<file path="src/rtl/pixel_scan_reader_if.sv">
// Canvas read bus between the scan reader and the canvas memory.
//   XRead/YRead     : canvas column/row the reader wants next
//   readValueMemory : pixel code returned by the memory, valid 1 clk after
//                     the address changes
// master = scan reader side, slave = memory side.
interface pixel_scan_reader_if #(
   parameter int ColorBits = 3
);
   logic [8:0]           XRead;
   logic [7:0]           YRead;
   logic [ColorBits-1:0] readValueMemory;

   modport master (output XRead, output YRead, input readValueMemory);
   modport slave  (input XRead, input YRead, output readValueMemory);
endinterface

</file>
<file path="src/rtl/pixel_scan_reader.sv">
// Scans a half-resolution canvas and produces VGA timing and colour.
// Pixel clock is clk/2: a phase flop toggles every clk and every second edge
// is a pixel tick. A two-stage pipeline issues the canvas address (stage 1)
// and registers the returned pixel plus the delayed sync/visible flags
// (stage 2), so all video outputs lag the scan counters by two ticks and
// change only on the edge where clkVGA falls.
// Ports:
//   clk, reset       : system clock, async active-low reset
//   mem              : canvas read bus (XRead, YRead out; readValueMemory in)
//   hsync, vsync     : active-low sync pulses
//   red/green/blue   : 8-bit DAC data, full-scale or zero per colour bit
//   blank            : 1 only for visible pixels
//   clkVGA           : pixel clock (clk/2)
//   frame_start      : 1-clk pulse when the scan wraps to (0,0)
module pixel_scan_reader #(
   parameter int ColorBits = 3,
   parameter int HVisible  = 640,
   parameter int HFront    = 16,
   parameter int HSync     = 96,
   parameter int HBack     = 48,
   parameter int VVisible  = 480,
   parameter int VFront    = 10,
   parameter int VSync     = 2,
   parameter int VBack     = 33
) (
   input  logic                       clk,
   input  logic                       reset,
   pixel_scan_reader_if.master        mem,
   output logic                       hsync,
   output logic                       vsync,
   output logic [7:0]                 red,
   output logic [7:0]                 green,
   output logic [7:0]                 blue,
   output logic                       blank,
   output logic                       clkVGA,
   output logic                       frame_start
);
   localparam int HTotal     = HVisible + HFront + HSync + HBack;
   localparam int VTotal     = VVisible + VFront + VSync + VBack;
   localparam int HSyncFirst = HVisible + HFront;
   localparam int HSyncLast  = HSyncFirst + HSync - 1;
   localparam int VSyncFirst = VVisible + VFront;
   localparam int VSyncLast  = VSyncFirst + VSync - 1;
   localparam int HW         = $clog2(HTotal);
   localparam int VW         = $clog2(VTotal);

   // Stage-1 flags travelling alongside the memory read.
   typedef struct packed {
      logic vis;
      logic hs;
      logic vs;
   } stage1_t;

   logic                 ph;
   logic                 tick;
   logic [HW-1:0]        hcount;
   logic [VW-1:0]        vcount;
   logic                 h_last, v_last;
   logic                 vis, hs_raw, vs_raw;
   stage1_t              d1;
   logic [ColorBits-1:0] pix;

   assign tick   = ph;
   assign clkVGA = ph;
   assign pix    = mem.readValueMemory;

   assign h_last = (hcount == HW'(HTotal - 1));
   assign v_last = (vcount == VW'(VTotal - 1));
   assign vis    = (hcount < HW'(HVisible)) && (vcount < VW'(VVisible));
   assign hs_raw = !((hcount >= HW'(HSyncFirst)) && (hcount <= HW'(HSyncLast)));
   assign vs_raw = !((vcount >= VW'(VSyncFirst)) && (vcount <= VW'(VSyncLast)));

   always_ff @(posedge clk or negedge reset) begin
      if (!reset) begin
         ph          <= 1'b0;
         hcount      <= '0;
         vcount      <= '0;
         mem.XRead   <= '0;
         mem.YRead   <= '0;
         d1          <= '{vis: 1'b0, hs: 1'b1, vs: 1'b1};
         hsync       <= 1'b1;
         vsync       <= 1'b1;
         blank       <= 1'b0;
         red         <= '0;
         green       <= '0;
         blue        <= '0;
         frame_start <= 1'b0;
      end else begin
         ph          <= ~ph;
         frame_start <= 1'b0;
         if (tick) begin
            // scan counters
            if (h_last) begin
               hcount <= '0;
               vcount <= v_last ? '0 : vcount + 1'b1;
            end else begin
               hcount <= hcount + 1'b1;
            end
            // the wrap back to (0,0) is the start of a new frame; the
            // restart out of reset never passes here, so it gives no pulse
            frame_start <= h_last && v_last;

            // stage 1: canvas is half resolution; park the address at 0
            // during blanking
            mem.XRead <= vis ? 9'(hcount >> 1) : 9'd0;
            mem.YRead <= vis ? 8'(vcount >> 1) : 8'd0;
            d1        <= '{vis: vis, hs: hs_raw, vs: vs_raw};

            // stage 2: memory data for the stage-1 address is valid now
            hsync <= d1.hs;
            vsync <= d1.vs;
            blank <= d1.vis;
            red   <= (d1.vis && pix[2]) ? 8'hFF : 8'h00;
            green <= (d1.vis && pix[1]) ? 8'hFF : 8'h00;
            blue  <= (d1.vis && pix[0]) ? 8'hFF : 8'h00;
         end
      end
   end
endmodule

</file>
<file path="src/flat_wrapper.sv">
// flat-port wrapper written by rule: the top's interface ports become plain ports
module pixel_scan_reader_flat 
#(
   parameter int ColorBits = 3,
   parameter int HVisible  = 640,
   parameter int HFront    = 16,
   parameter int HSync     = 96,
   parameter int HBack     = 48,
   parameter int VVisible  = 480,
   parameter int VFront    = 10,
   parameter int VSync     = 2,
   parameter int VBack     = 33
)
  (clk, reset, hsync, vsync, red, green, blue, blank, clkVGA, frame_start, mem_XRead, mem_YRead, mem_readValueMemory);
  pixel_scan_reader_if #(.ColorBits(ColorBits)) mem_i ();
  input  logic clk;
  input  logic reset;
  output logic hsync;
  output logic vsync;
  output logic [7:0] red;
  output logic [7:0] green;
  output logic [7:0] blue;
  output logic blank;
  output logic clkVGA;
  output logic frame_start;
  output wire logic [$bits(mem_i.XRead)-1:0] mem_XRead;
  output wire logic [$bits(mem_i.YRead)-1:0] mem_YRead;
  input wire logic [$bits(mem_i.readValueMemory)-1:0] mem_readValueMemory;
  assign mem_XRead = mem_i.XRead;
  assign mem_YRead = mem_i.YRead;
  assign mem_i.readValueMemory = mem_readValueMemory;
  pixel_scan_reader #(.ColorBits(ColorBits), .HVisible(HVisible), .HFront(HFront), .HSync(HSync), .HBack(HBack), .VVisible(VVisible), .VFront(VFront), .VSync(VSync), .VBack(VBack)) u_core (.clk(clk), .reset(reset), .mem(mem_i), .hsync(hsync), .vsync(vsync), .red(red), .green(green), .blue(blue), .blank(blank), .clkVGA(clkVGA), .frame_start(frame_start));
endmodule
</file>
<file path="config.mk">
export PLATFORM = sky130hd
export DESIGN_NAME = pixel_scan_reader_flat
export DESIGN_NICKNAME = d
export VERILOG_FILES = /design/src/rtl/pixel_scan_reader_if.sv /design/src/rtl/pixel_scan_reader.sv /design/src/flat_wrapper.sv
export SDC_FILE = /design/constraint.sdc
export NUM_CORES = 1
export LEC_CHECK = 0
export CAP_MARGIN = 15
export CORE_MARGIN = 5
export CORE_UTILIZATION = 52
export CTS_CLUSTER_SIZE = 30
export DETAILED_ROUTE_END_ITERATION = 10
export GPL_ROUTABILITY_DRIVEN = 0
export PLACE_DENSITY = 0.85
export SYNTH_ARGS = -nofsm -noshare
export SYNTH_HDL_FRONTEND = slang
export SYNTH_SLANG_ARGS = --single-unit
</file>
<file path="constraint.sdc">
create_clock -name clk -period 4.15 [get_ports clk]
set_input_delay 0.83 -clock clk [delete_from_list [all_inputs] [get_ports clk]]
set_output_delay 0.83 -clock clk [all_outputs]
set_load 0.1 [all_outputs]
</file>
**Word-level counts from Yosys, hierarchy flattened**

Index checks and enable logic that the tools add are counted.

- Add/sub/neg operators: 2
- Order comparisons: 6
- Equal/unequal tests: 2
- Muxes and demuxes: 8
- Bitwise operators: 1
- Reductions and logical operators: 10

Operator list:

| cell | number |
|---|---|
| two-way mux 8 bit | 4 |
| adder 10 x 1 -> 10 bit (second input constant) | 2 |
| == test 10 bit (second input constant) | 2 |
| two-way mux 10 bit | 2 |
| greater-or-equal comparator 10 bit (second input constant) | 1 |
| greater-or-equal comparator 10 x 9 -> 1 bit (second input constant) | 1 |
| less-or-equal comparator 10 bit (second input constant) | 1 |
| less-or-equal comparator 10 x 9 -> 1 bit (second input constant) | 1 |
| < comparator 10 bit (second input constant) | 1 |
| < comparator 10 x 9 -> 1 bit (second input constant) | 1 |
| two-way mux 9 bit | 1 |
| logical AND 1 bit | 7 |
| zero test 1 bit | 2 |
| AND reduction 2 bit | 1 |
| two-way mux 1 bit | 1 |
| inverter 1 bit | 1 |

- Register bits: 69
- Input bits: 5
- Output and inout port bits: 46
- Logic and storage cells: 44

**Depth between registers and ports, before layout**

- Depth after elaboration: 3
- Depth in mapped cells: 6
- Depth with buffers taken out: 6

**Least setup slack after synthesis**

No wires, ideal clock.

- Kind: register to register
- Start point: reg u_core.ph, in the netlist u_core.clkVGA
- End point: reg u_core.vcount[4]
- Setup time: 0.077 ns
- Data arrival time: 2.217 ns
- Required time: 4.073 ns
- Setup slack: 1.855 ns
- Stages on the path, launching flop included: 5
- Path buffers: 0
- Clock period less this slack: 2.295 ns
- Cells stage by stage: dfrtp_1 > nand4_1 > or3_4 > or3_1 > a21oi_1

- Longest elaborated chain between the ends: 1

RTL lines:

| what | RTL line | text |
|---|---|---|
| from (decl) | pixel_scan_reader.sv:54 | `logic ph;` |
| from (signal assigned) | pixel_scan_reader.sv:89 | `ph <= ~ph;` |
| AND reduction 2 bit (no line) | n/a |  |
| to (signal assigned) | pixel_scan_reader.sv:95 | `vcount <= v_last ? '0 : vcount + 1'b1;` |
| to (decl) | pixel_scan_reader.sv:57 | `logic [VW-1:0] vcount;` |

No other way between the ends.
A chain may end at the register's enable or synchronous reset.

==> impl_results.md <==
- Vias: roughly 1600
- Internal cell power: 0.630 mW
- Outcome: completed
- M2 GR Usage: 0.253
- Clock power share: 0.318
- Worst-path fanout max: 9
- Net Sw Frac: 0.286
- Combinational power share: 0.147
- Multi-input logic area: 813 sq um
- Crit. path cell count: 1
- Critical Path Start: u_core.red[6]
- IR drop worst, VDD: around 140 uV
- Clock buffer depth: 2
- Family with the most delay on the worst path: buffers and inverters
- Synth top area share: 0.487
- Worst-skew pair later-pin latency: 300 ps
- DRT Pass-1 Iters: 4
- WP buf/inv: 1
- CP cell instances: clkdlybuf4s50_1
- Psw: 0.252 mW
- Die Footprint: 5760 sq um
- Largest net degree at the start of global routing: 49
- CP Class: register to output port
- R2r setup slk: 2170 ps
- Fin Clk Skew: 8.20 ps
- R2R cell count: 5
- Final setup vio count: 0
- Ratio of cells with drive above 1 in the final layout: 0.0812
- Post-layout min period: 2800 ps
- Crit start category: register
- Ys flop type: dfrtp_1
- Reg2reg start: u_core.hcount[1]
- Critical path arrival: 1970 ps
- WHS: 493 ps
- IO Port Bufs: 50
- F_max: ~360 MHz
- Dpl hpwl: 3070 microns
- Largest area contributor in the netlist: dfrtp_1
- First-pass GRT wire length: 7490 microns
- Final period util: 0.674
- Met3 Use GR: 0.0569
- PD cells: 322 nW/um^2
- ANT cells: 0
- Synth warn: 0
- Syn Inst Count: around 200
- DRT Wirelength: around 4400 microns
- Starting Density: 0.526
- Setup TNS: 0 ps
- Slowest stage delay, CP: roughly 1200 ps
- Avg Cell Area, Syn: 11.1 sq um
- Worst slew pin tran: 986 ps
- Grt ovf: 0
- Cell at the slowest stage of the critical path: clkdlybuf4s50_1
- Boundary Pins: 51
- Drt drc: 0
- Vias per inst: about 5.6
- Total power: a little under 0.9 mW
- # hold bufs at CTS: 0
- Main area contributors after synthesis: dfrtp_1, buf_4, a22o_1
- Setup repair bufs after CTS: 0
- MaxCap Viol Count: 0
- RSZ-0062 raised after global routing: false
- Post-synth EDFFs: 0
- CTS root buf: clkbuf_8
- Core area: between 4000 and 5000 sq um
- CTS Buf Count: 5
- Violation count after the first detailed-routing iteration: 140
- Met1 usage in global routing: 0.197
- Area Overhead vs Synth: 21.0%
- Fin. Hold Viols: 0
- Synth async-reset ratio: 1.00
- End of the critical path: red[0]
- Relative max-transition margin: 0.341
- Initial antenna violation count: 0
- Post-synthesis sequential area ratio: 0.534
- Gr usage total: 0.160
- R2R Path End: u_core.vcount[4]
- Static Leak: 1.15 nW
- Syn Nets: roughly 210
- Vias in the first global route: 1577
- Synth Register Bits: 48
- Slew Viols, Final: 0
- Hold WC Path Type: primary input to async pin
- Clock Sinks: 48
- CP Capture Type: output port
- Register area: 1210 sq um
- Synthesized area: 2260 sq um
- Die Span X: 75.9 microns
- Wire per inst: 15.5 microns
- H-tree lvl count: 2
- TritonCTS clock tree: built
- Sequential group share of total power: 0.535
- Yosys cell types: 39
- Rows: 24
- Die height: 75.9 microns
- Remaining antenna violation count: 0
- Filler cell count: 339
- Required time of the critical path: about 3300 ps
- Final net count: 242
- Post-cts sizing count: 0
- Reg clk slew, reported paths: 80 ps
- Busiest layer in global routing: met2
## power groups by stage
stage               registers, mW  clock network, mW  logic (mW)
detailed placement          0.481                  0       0.129
global route                0.473              0.308       0.133
floorplan                   0.492                  0      0.0967
finish                      0.472              0.280       0.130
global placement            0.481                  0       0.128
CTS                         0.472              0.289       0.129
## final cells by class
class | count | area share
inverters | 10 | 0.0137
well taps | 52 | 0.0238
flip-flops and latches | 48 | 0.441
multi-input cells | 116 | 0.297
repair buffers | 52 | 0.191
clock buffers | 8 | 0.0329
## placed cells by master, fill, tap and decap left out, drive strengths merged
cell type / instances
clkdlybuf4s50: 49
dfrtp: 44
a22o: 16
nand3: 11
o21ai: 10
inv: 9
nor2: 9
nand2: 8
xnor2: 8
clkbuf: 8
nand4: 7
nor3: 6
and3: 5
xor2: 4
ha: 4
dfstp: 4
nor4: 4
a21oi: 3
mux2: 3
or3: 3
buf: 3
and2: 2
mux2i: 2
clkinv: 1
nor4bb: 1
nand2b: 1
nand4bb: 1
and4: 1
nand4b: 1
nor4b: 1
a41oi: 1
a21o: 1
o21a: 1
o31ai: 1
o22ai: 1
## stage by stage
step | area (sq um) | setup slack, ps | instances | util
after CTS | 2720 | 1330 | 285 | 0.632
final | 2740 | 1350 | 286 | 0.637
after global placement | 2630 | 1690 | 277 | 0.611
after global routing | 2740 | 1270 | 286 | 0.637
after floorplan | 2260 | 1860 | 204 | -
after detailed placement | 2630 | 1660 | 277 | 0.611
## sequential cells by signal (all words and copies together), names as in the netlist
register / count
u_core.mem.YRead: 8
u_core.red: 1
u_core.clkVGA: 1
u_core.frame_start: 1
u_core.vsync: 1
u_core.d1: 3
u_core.hcount: 10
u_core.green: 1
u_core.vcount: 10
u_core.hsync: 1
u_core.blank: 1
u_core.mem.XRead: 9
u_core.blue: 1
## synth_stat cells (3+ instances only)
| master | instances |
|---|---|
| nand4_1 | 7 |
| mux2_2 | 3 |
| nor3_1 | 6 |
| clkbuf_1 | 5 |
| dfrtp_1 | 44 |
| dfstp_2 | 4 |
| nand3_1 | 11 |
| xnor2_1 | 8 |
| xor2_1 | 4 |
| o21ai_0 | 10 |
| a21oi_1 | 3 |
| nor4_1 | 3 |
| nor2_1 | 9 |
| buf_4 | 21 |
| nand2_1 | 8 |
| ha_1 | 4 |
| and3_1 | 5 |
| a22o_1 | 16 |
| inv_1 | 9 |
## worst min-delay path by stage
stage	startpoint	end	slack, ps	cells after the start
after floorplan	u_core.d1[1]	u_core.d1[1]	460	2
after global placement	u_core.d1[1]	u_core.d1[1]	480	2
after detailed placement	u_core.d1[1]	u_core.d1[1]	480	2
after CTS	u_core.d1[1]	u_core.d1[1]	490	2
after global routing	reset	u_core.mem.YRead[6]	530	1
final	reset	u_core.mem.YRead[6]	490	1
## logic make-up (layout without fill, tap and decap cells)
group	count (synthesis)	count (layout)	share of synthesized area
AO/OA/AOI/OAI	34	34	0.107
XOR/XNOR	12	12	0.0465
adder cells (fa/ha/maj)	4	4	0.0221
buffers and inverters	40	70	0.106
flip-flops	48	48	0.534
multiplexers	5	5	0.0238
AND/OR/NAND/NOR	61	61	0.160
## layer usage
layer,wire length (microns),vias up
met2,2120,54
met1,1970,778
met5,0,-
met3,307,4
met4,42,0
li1,-,754
No activity file was read; power rests on OpenSTA's default activity.
